## config.mk

```make
export PLATFORM = sky130hd
export DESIGN_NAME = icache_sa
export DESIGN_NICKNAME = d
export VERILOG_FILES = /design/src/rtl/icache_pkg.sv /design/src/rtl/icache_plru.sv /design/src/rtl/icache_sa.sv
export SDC_FILE = /design/constraint.sdc
export NUM_CORES = 2
export LEC_CHECK = 0
export CORE_ASPECT_RATIO = 0.7
export CORE_UTILIZATION = 51
export CTS_CLUSTER_DIAMETER = 60
export DETAILED_ROUTE_END_ITERATION = 7
export PLACE_DENSITY = 0.71
export SLEW_MARGIN = 5
export SYNTH_ARGS = -nofsm -noshare
export SYNTH_HDL_FRONTEND = slang
export SYNTH_SLANG_ARGS = --single-unit
```

## constraint.sdc

```tcl
create_clock -name clk -period 19.6 [get_ports clk]
set_clock_uncertainty 0.2 [all_clocks]
set_input_delay 2.94 -clock clk [delete_from_list [all_inputs] [get_ports clk]]
set_output_delay 2.94 -clock clk [all_outputs]
set_load 0.05 [all_outputs]
```

## src/rtl/icache_pkg.sv

```systemverilog
// Shared types, widths and helpers for the set-associative instruction cache.
package icache_pkg;

    typedef enum logic {
        IDLE     = 1'b0,
        READ_MEM = 1'b1
    } state_t;

    localparam int unsigned LINE_W      = 128;
    localparam int unsigned WORD_W      = 32;
    localparam int unsigned MEM_ADDR_W  = 28;
    localparam int unsigned PROC_ADDR_W = 30;
    localparam int unsigned LINE_WORDS  = LINE_W / WORD_W;

    // A cache line viewed as four instruction words, word 0 in the low bits.
    typedef logic [LINE_WORDS-1:0][WORD_W-1:0] line_t;

    // Tag width left over once the set index is taken from the line address.
    function automatic int unsigned tag_width(input int unsigned set_bits);
        return MEM_ADDR_W - set_bits;
    endfunction

    // Storage bits per set for the replacement state (a 1-bit slot is kept even when unused).
    function automatic int unsigned plru_width(input int unsigned ways);
        return (ways == 4) ? 3 : 1;
    endfunction

endpackage

```

## src/rtl/icache_plru.sv

```systemverilog
// Combinational tree pseudo-LRU for one set: victim choice and post-access update.
module icache_plru
    import icache_pkg::*;
#(
    parameter int unsigned WAYS   = 2,
    parameter int unsigned WB     = 1,
    parameter int unsigned PLRU_W = 1
) (
    input  logic [PLRU_W-1:0] plru_bits,
    input  logic [WB-1:0]     access_way,
    input  logic [WAYS-1:0]   valid,
    output logic [WB-1:0]     victim,
    output logic [PLRU_W-1:0] plru_next
);

    logic [WB-1:0] plru_pick;

    generate
        if (WAYS == 1) begin : g_one_way
            logic unused_acc;
            assign unused_acc = ^access_way;

            // Direct-mapped: only one candidate and nothing to track.
            always_comb begin
                plru_pick = '0;
                plru_next = plru_bits;
            end
        end else if (WAYS == 2) begin : g_two_way
            // The single bit names the least recently used way.
            always_comb begin
                plru_pick = WB'(plru_bits[0]);
                plru_next = PLRU_W'(~access_way[0]);
            end
        end else begin : g_four_way
            // Bit0 picks the half; bit1/bit2 pick within the left/right half; all point away from the access.
            always_comb begin
                plru_pick = plru_bits[0] ? WB'({1'b1, plru_bits[2]}) : WB'({1'b0, plru_bits[1]});
                plru_next    = plru_bits;
                plru_next[0] = ~access_way[1];
                if (access_way[1]) begin
                    plru_next[2] = ~access_way[0];
                end else begin
                    plru_next[1] = ~access_way[0];
                end
            end
        end
    endgenerate

    // An invalid way is always filled first (lowest index wins), otherwise the tree's choice.
    always_comb begin
        victim = plru_pick;
        for (int w = int'(WAYS) - 1; w >= 0; w--) begin
            if (!valid[w]) begin
                victim = WB'(w);
            end
        end
    end

endmodule

```

## src/rtl/icache_sa.sv

```systemverilog
// Read-only set-associative instruction cache with PLRU replacement, flush and hit/miss counters.
module icache_sa
    import icache_pkg::*;
#(
    parameter int unsigned NUM_SETS = 4,
    parameter int unsigned SET_BITS = 2,
    parameter int unsigned WAYS     = 2,
    parameter int unsigned WAY_BITS = 1,
    parameter int unsigned CNT_W    = 32
) (
    input  logic                   clk,
    input  logic                   proc_reset,
    input  logic                   proc_read,
    input  logic                   proc_write,
    input  logic [PROC_ADDR_W-1:0] proc_addr,
    input  logic [WORD_W-1:0]      proc_wdata,
    input  logic                   proc_flush,
    output logic                   proc_stall,
    output logic [WORD_W-1:0]      proc_rdata,
    output logic                   mem_read,
    output logic                   mem_write,
    output logic [MEM_ADDR_W-1:0]  mem_addr,
    output logic [LINE_W-1:0]      mem_wdata,
    input  logic [LINE_W-1:0]      mem_rdata,
    input  logic                   mem_ready,
    output logic [CNT_W-1:0]       hit_cnt,
    output logic [CNT_W-1:0]       miss_cnt
);

    localparam int unsigned TAG_W  = tag_width(SET_BITS);
    localparam int unsigned WB     = (WAY_BITS == 0) ? 1 : WAY_BITS;
    localparam int unsigned PLRU_W = plru_width(WAYS);

    state_t              state_q, state_d;
    logic [WAYS-1:0]     valid_q [NUM_SETS];
    logic [TAG_W-1:0]    tag_q   [NUM_SETS][WAYS];
    line_t               data_q  [NUM_SETS][WAYS];
    logic [PLRU_W-1:0]   plru_q  [NUM_SETS];
    logic                flush_pend_q;
    logic                mem_ready_q;
    line_t               mem_rdata_q;

    logic [SET_BITS-1:0] set_idx;
    logic [TAG_W-1:0]    req_tag;
    logic [1:0]          word_sel;
    logic                hit;
    logic [WB-1:0]       hit_way;
    logic [WB-1:0]       victim_way;
    logic [WB-1:0]       access_way;
    logic [PLRU_W-1:0]   plru_next;

    logic hit_inc, miss_inc, fill_en, plru_upd, clear_valid, pend_set, pend_clr;

    logic unused_ok;
    assign unused_ok = ^{proc_write, proc_wdata};

    assign mem_write = 1'b0;
    assign mem_wdata = '0;

    assign set_idx  = proc_addr[SET_BITS+1:2];
    assign req_tag  = proc_addr[PROC_ADDR_W-1:SET_BITS+2];
    assign word_sel = proc_addr[1:0];

    // Tag compare across the ways of the indexed set.
    always_comb begin
        hit     = 1'b0;
        hit_way = '0;
        for (int w = 0; w < int'(WAYS); w++) begin
            if (valid_q[set_idx][w] && (tag_q[set_idx][w] == req_tag)) begin
                hit     = 1'b1;
                hit_way = WB'(w);
            end
        end
    end

    // A fill touches the victim way, a lookup touches the hit way.
    assign access_way = (state_q == READ_MEM) ? victim_way : hit_way;

    icache_plru #(
        .WAYS   (WAYS),
        .WB     (WB),
        .PLRU_W (PLRU_W)
    ) u_plru (
        .plru_bits  (plru_q[set_idx]),
        .access_way (access_way),
        .valid      (valid_q[set_idx]),
        .victim     (victim_way),
        .plru_next  (plru_next)
    );

    // State register.
    always_ff @(posedge clk) begin
        if (proc_reset) begin
            state_q <= IDLE;
        end else begin
            state_q <= state_d;
        end
    end

    // Next-state and processor/memory handshake; everything stays at 0 while reset is held.
    always_comb begin
        state_d     = state_q;
        proc_stall  = 1'b0;
        proc_rdata  = '0;
        mem_read    = 1'b0;
        mem_addr    = '0;
        hit_inc     = 1'b0;
        miss_inc    = 1'b0;
        fill_en     = 1'b0;
        plru_upd    = 1'b0;
        clear_valid = 1'b0;
        pend_set    = 1'b0;
        pend_clr    = 1'b0;
        if (!proc_reset) begin
            case (state_q)
                IDLE: begin
                    if (proc_flush) begin
                        proc_stall  = 1'b1;
                        clear_valid = 1'b1;
                    end else if (proc_read) begin
                        if (hit) begin
                            proc_rdata = data_q[set_idx][hit_way][word_sel];
                            plru_upd   = 1'b1;
                            hit_inc    = 1'b1;
                        end else begin
                            proc_stall = 1'b1;
                            mem_read   = 1'b1;
                            mem_addr   = {req_tag, set_idx};
                            miss_inc   = 1'b1;
                            state_d    = READ_MEM;
                        end
                    end
                end
                READ_MEM: begin
                    mem_addr = {req_tag, set_idx};
                    if (proc_flush) begin
                        pend_set = 1'b1;
                    end
                    if (mem_ready_q) begin
                        proc_rdata  = mem_rdata_q[word_sel];
                        fill_en     = 1'b1;
                        plru_upd    = 1'b1;
                        pend_clr    = 1'b1;
                        clear_valid = flush_pend_q | proc_flush;
                        state_d     = IDLE;
                    end else begin
                        proc_stall = 1'b1;
                        mem_read   = 1'b1;
                    end
                end
                default: state_d = IDLE;
            endcase
        end
    end

    // Line storage, valid bits, PLRU state and deferred flush; a flush overrides a same-edge fill.
    always_ff @(posedge clk) begin
        if (proc_reset) begin
            for (int s = 0; s < int'(NUM_SETS); s++) begin
                valid_q[s] <= '0;
                plru_q[s]  <= '0;
                for (int w = 0; w < int'(WAYS); w++) begin
                    tag_q[s][w]  <= '0;
                    data_q[s][w] <= '0;
                end
            end
            flush_pend_q <= 1'b0;
        end else begin
            if (plru_upd) begin
                plru_q[set_idx] <= plru_next;
            end
            if (fill_en) begin
                valid_q[set_idx][victim_way] <= 1'b1;
                tag_q[set_idx][victim_way]   <= req_tag;
                data_q[set_idx][victim_way]  <= mem_rdata_q;
            end
            if (clear_valid) begin
                for (int s = 0; s < int'(NUM_SETS); s++) begin
                    valid_q[s] <= '0;
                end
            end
            if (pend_set) begin
                flush_pend_q <= 1'b1;
            end
            if (pend_clr) begin
                flush_pend_q <= 1'b0;
            end
        end
    end

    // Memory response is registered before use.
    always_ff @(posedge clk) begin
        if (proc_reset) begin
            mem_ready_q <= 1'b0;
            mem_rdata_q <= '0;
        end else begin
            mem_ready_q <= mem_ready;
            mem_rdata_q <= line_t'(mem_rdata);
        end
    end

    // Saturating performance counters.
    always_ff @(posedge clk) begin
        if (proc_reset) begin
            hit_cnt  <= '0;
            miss_cnt <= '0;
        end else begin
            if (hit_inc && !(&hit_cnt)) begin
                hit_cnt <= hit_cnt + CNT_W'(1);
            end
            if (miss_inc && !(&miss_cnt)) begin
                miss_cnt <= miss_cnt + CNT_W'(1);
            end
        end
    end

endmodule

```

==> key figures <==
Timing
  • # setup viols final: 0
  • Setup_tns: 0 ns
  • Final count of pins violating max slew: 0
  • Final setup margin: between 6 and 7 ns
  • Hold_ws: 0.288 ns
  • Slew @ Worst Pin: ~1.2 ns
  • Final period util: 68.5%
  • Final hold violation count: 0
  • Final min period: 13.43 ns
  • Headroom to the max-slew limit: between 15 and 20%
  • RSZ-0062 raised after global routing: false
  • Fmax: about 74 MHz

Yosys
  • Mapped cell area: 66400 sq um
  • Ys async rst share: 0%
  • Mapped Cells: 4693
  • Yosys top cell area share: roughly 56%
  • Post-synth cell types: 66
  • Synth Warn #: 0
  • Syn avg cell area: around 14 sq um
  • Number of flops mapped to enable cells by yosys: ~1200
  • Sequential area share after synthesis: between 60% and 70%
  • Leading area contributor after synthesis: edfxtp_1
  • Largest cells by area after synthesis: edfxtp_1 56%, and2_1 12%, mux4_2 11%
  • Synthesized flop and latch total: about 1400
  • Top_reg_cell synth: edfxtp_1

Clock network
  • Cts hold-fix bufs: 0
  • TritonCTS clock tree: yes
  • Clk root buf: clkbuf_16
  • Post_cts resized: 0
  • H-tree Lvls: 4
  • CTS Buffer Depth: 3
  • Sink Count: approximately 1400
  • Worst-skew pair later-pin latency: about 0.78 ns
  • Clock transition at path regs: ~0.060 ns
  • Post-CTS setup buffers: 0
  • Num CTS Buffers: 139

Layout
  • Net count, final: approximately 5000
  • Share of post-route cells with drive strength above 1: about 14%
  • Layout area overhead: 12.9%
  • Core Util, Final: between 50% and 60%

Global route
  • Initial antenna violation count: 5
  • Grt total ovfl: 0
  • Gr usage total: around a quarter
  • Largest net degree at the start of global routing: about 150
  • Vias in the first global route: 39400
  • First-pass GRT wire length: 260000 um

Placement
  • Worst slack, placed: 6.38 ns
  • Final HPWL DP: approximately 92000 um
  • Final GP Congestion: 0.787
  • Buffers on Ports: about 290

Detailed routing
  • Routed wire per std cell: between 20 and 30 um
  • Antenna Nets Post-Route: 0
  • Drt first-iter violations: a little over 4000
  • Routed vias/inst: slightly below 6
  • Pre-antenna DRT Iters: 6
  • Remaining DRCs: 0
  • Vias: between 30000 and 40000
  • Final WL: roughly 180000 um

Pwr
  • Peak supply drop: around 76 uV
  • Leak: 0.0271 uW
  • Cell area power density: roughly 89 nW/um^2

Critical path
  • Worst Path Buf+Inv: 5
  • Worst R2R Path Depth: 9
  • Reg2reg start: state_q
  • CP max FO: approximately 110
  • Nature of the critical path endpoint: primary output
  • CP required: between 15 and 20 ns
  • RR Endpoint: data_q[3][174]
  • Startpoint types: input port
  • Max stage delay on crit path: between 0.9 and 1 ns
  • Crit path cell chain: buf_8, buf_12, mux4_2, xnor2_1, nand4_1, a2111oi_4, buf_4, nand4_1, buf_4, mux2i_1, o211ai_1, a21oi_1, clkdlybuf4s50_1
  • Top cell family by delay on the critical path: buffers and inverters
  • Critical Setup Path Class: in -> out
  • Arr. time, crit path: roughly 10 ns
  • Flop2flop setup slack: 14.65 ns
  • CP max-delay cell: clkdlybuf4s50_1

Floorplanning
  • CORE AREA: around 130000 sq um
  • # rows: 110
  • Initial Utilization: about 50%
  • Die Width: between 400 and 500 um
  • Die Y: 304 um
  • Die ar.: between 100000 and 150000 sq um
  • Io pins: 451

Run status
  • Outcome: complete, no violations

Min path
  • Hold/Removal Path Class: reg -> reg
  • Worst min-delay path startpoint: valid_q[0][0]
  • WHS Endpoint: valid_q[0][0]
  • Worst Hold Path Cells: 2

Job
  • Max-cap viol count: 0
-- power by group --
| group | total (uW) | internal [uW] | switching [uW] |
|---|---|---|---|
| Combinational | 481 | 176 | 305 |
| Clock | 2750 | 1560 | 1190 |
| Sequential | 3480 | 3420 | 55.0 |
-- tightest hold or removal path: stages, from the launching register on --
cell and delay, ns:
dfxtp_1 0.33, a21oi_1 0.06, nor2_1 0.07
-- per-layer routing --
layer | GRT usage (%) | up-vias | wire [um]
li1 | - | 17300 | -
met1 | 36.3 | 20100 | 69300
met2 | 44.1 | 1941 | 86000
met3 | 4.84 | 294 | 15800
met4 | 7.89 | 0 | 4660
met5 | 0 | - | 0
-- cell usage after synthesis, types with 35 or more instances --
cell type,count
edfxtp_1,1236
and2_1,1233
mux4_2,330
clkbuf_1,308
dfxtp_1,203
nor2b_1,152
nor2_1,148
buf_4,134
nand2_1,123
a21oi_1,88
a31oi_1,66
a41oi_1,64
and3_1,60
mux2i_1,60
mux2_2,54
nor3_1,45
xnor2_1,45
nand3_1,35
-- sequential cells by signal, summed over array words and instances (netlist names) --
name / count
data_q: 1024
tag_q: 208
mem_rdata_q: 128
hit_cnt: 32
miss_cnt: 32
valid_q: 8
plru_q: 4
flush_pend_q: 1
mem_ready_q: 1
state_q: 1
-- layout by cell type, fill, tap and decap left out, types with 35 or more instances in the layout --
| master | Yosys | routed |
|---|---|---|
| a21oi_1 | 88 | 88 |
| a31oi_1 | 66 | 66 |
| a41oi_1 | 64 | 64 |
| and2_1 | 1233 | 1233 |
| and3_1 | 60 | 59 |
| buf_4 | 134 | 67 |
| clkbuf_1 | 308 | 42 |
| clkbuf_16 | 0 | 142 |
| clkdlybuf4s50_1 | 0 | 283 |
| conb_1 | 1 | 129 |
| dfxtp_1 | 203 | 203 |
| edfxtp_1 | 1236 | 1236 |
| mux2_2 | 54 | 54 |
| mux2i_1 | 60 | 60 |
| mux4_2 | 330 | 330 |
| nand2_1 | 123 | 123 |
| nand3_1 | 35 | 35 |
| nor2_1 | 148 | 139 |
| nor2b_1 | 152 | 152 |
| nor3_1 | 45 | 45 |
| xnor2_1 | 45 | 45 |
-- worst max path at each step --
| stage | startpoint | endpoint | slack [ns] | cells after the start |
|---|---|---|---|---|
| after floorplan | proc_addr[2] | data_q[3][128] | 2.79 | 10 |
| after global placement | proc_addr[2] | proc_rdata[5] | 6.51 | 13 |
| after detailed placement | proc_addr[2] | proc_rdata[30] | 6.38 | 13 |
| after CTS | proc_addr[2] | proc_rdata[30] | 6.40 | 13 |
| after global routing | proc_addr[2] | proc_rdata[5] | 5.92 | 13 |
| final | proc_addr[2] | proc_rdata[5] | 6.17 | 13 |
-- cell families (layout without fill, tap and decap cells) --
group,count (synthesis),count (layout),synth area share (%)
DFF,1439,1439,62.0
muxes,446,446,13.1
AOI/OAI and AO/OA,346,346,3.62
other,1,132,0.00565
adders and majority gates,2,2,0.0377
and+or+nand+nor,1887,1887,16.8
xor gates and xnor gates,50,50,0.660
buffers and inverters,522,648,3.82
-- final cells by class --
type / instances / area [sq um]
fill: 10000 / 53900
clock inverter: 56 / 672
inverter: 29 / 109
multi-input combinational: 2860 / 23300
timing repair buffer: 361 / 3540
tap: 1736 / 2170
antenna: 3 / 7.51
clock buffer: 202 / 3960
sequential: 1439 / 41200
-- per-stage QoR --
| step | total power [uW] | cell area (sq um) | std cells |
|---|---|---|---|
| 2_1_floorplan | 3910 | 66900 | 4821 |
| 3_3_place_gp | 4010 | 70300 | 6425 |
| 3_5_place_dp | 4020 | 70300 | 6425 |
| 4_1_cts | 6740 | 75000 | 6683 |
| 5_1_grt | 6890 | 75000 | 6684 |
| 6_report | 6710 | 75000 | 6686 |
Note: power is estimated with default switching activity, not from simulation.
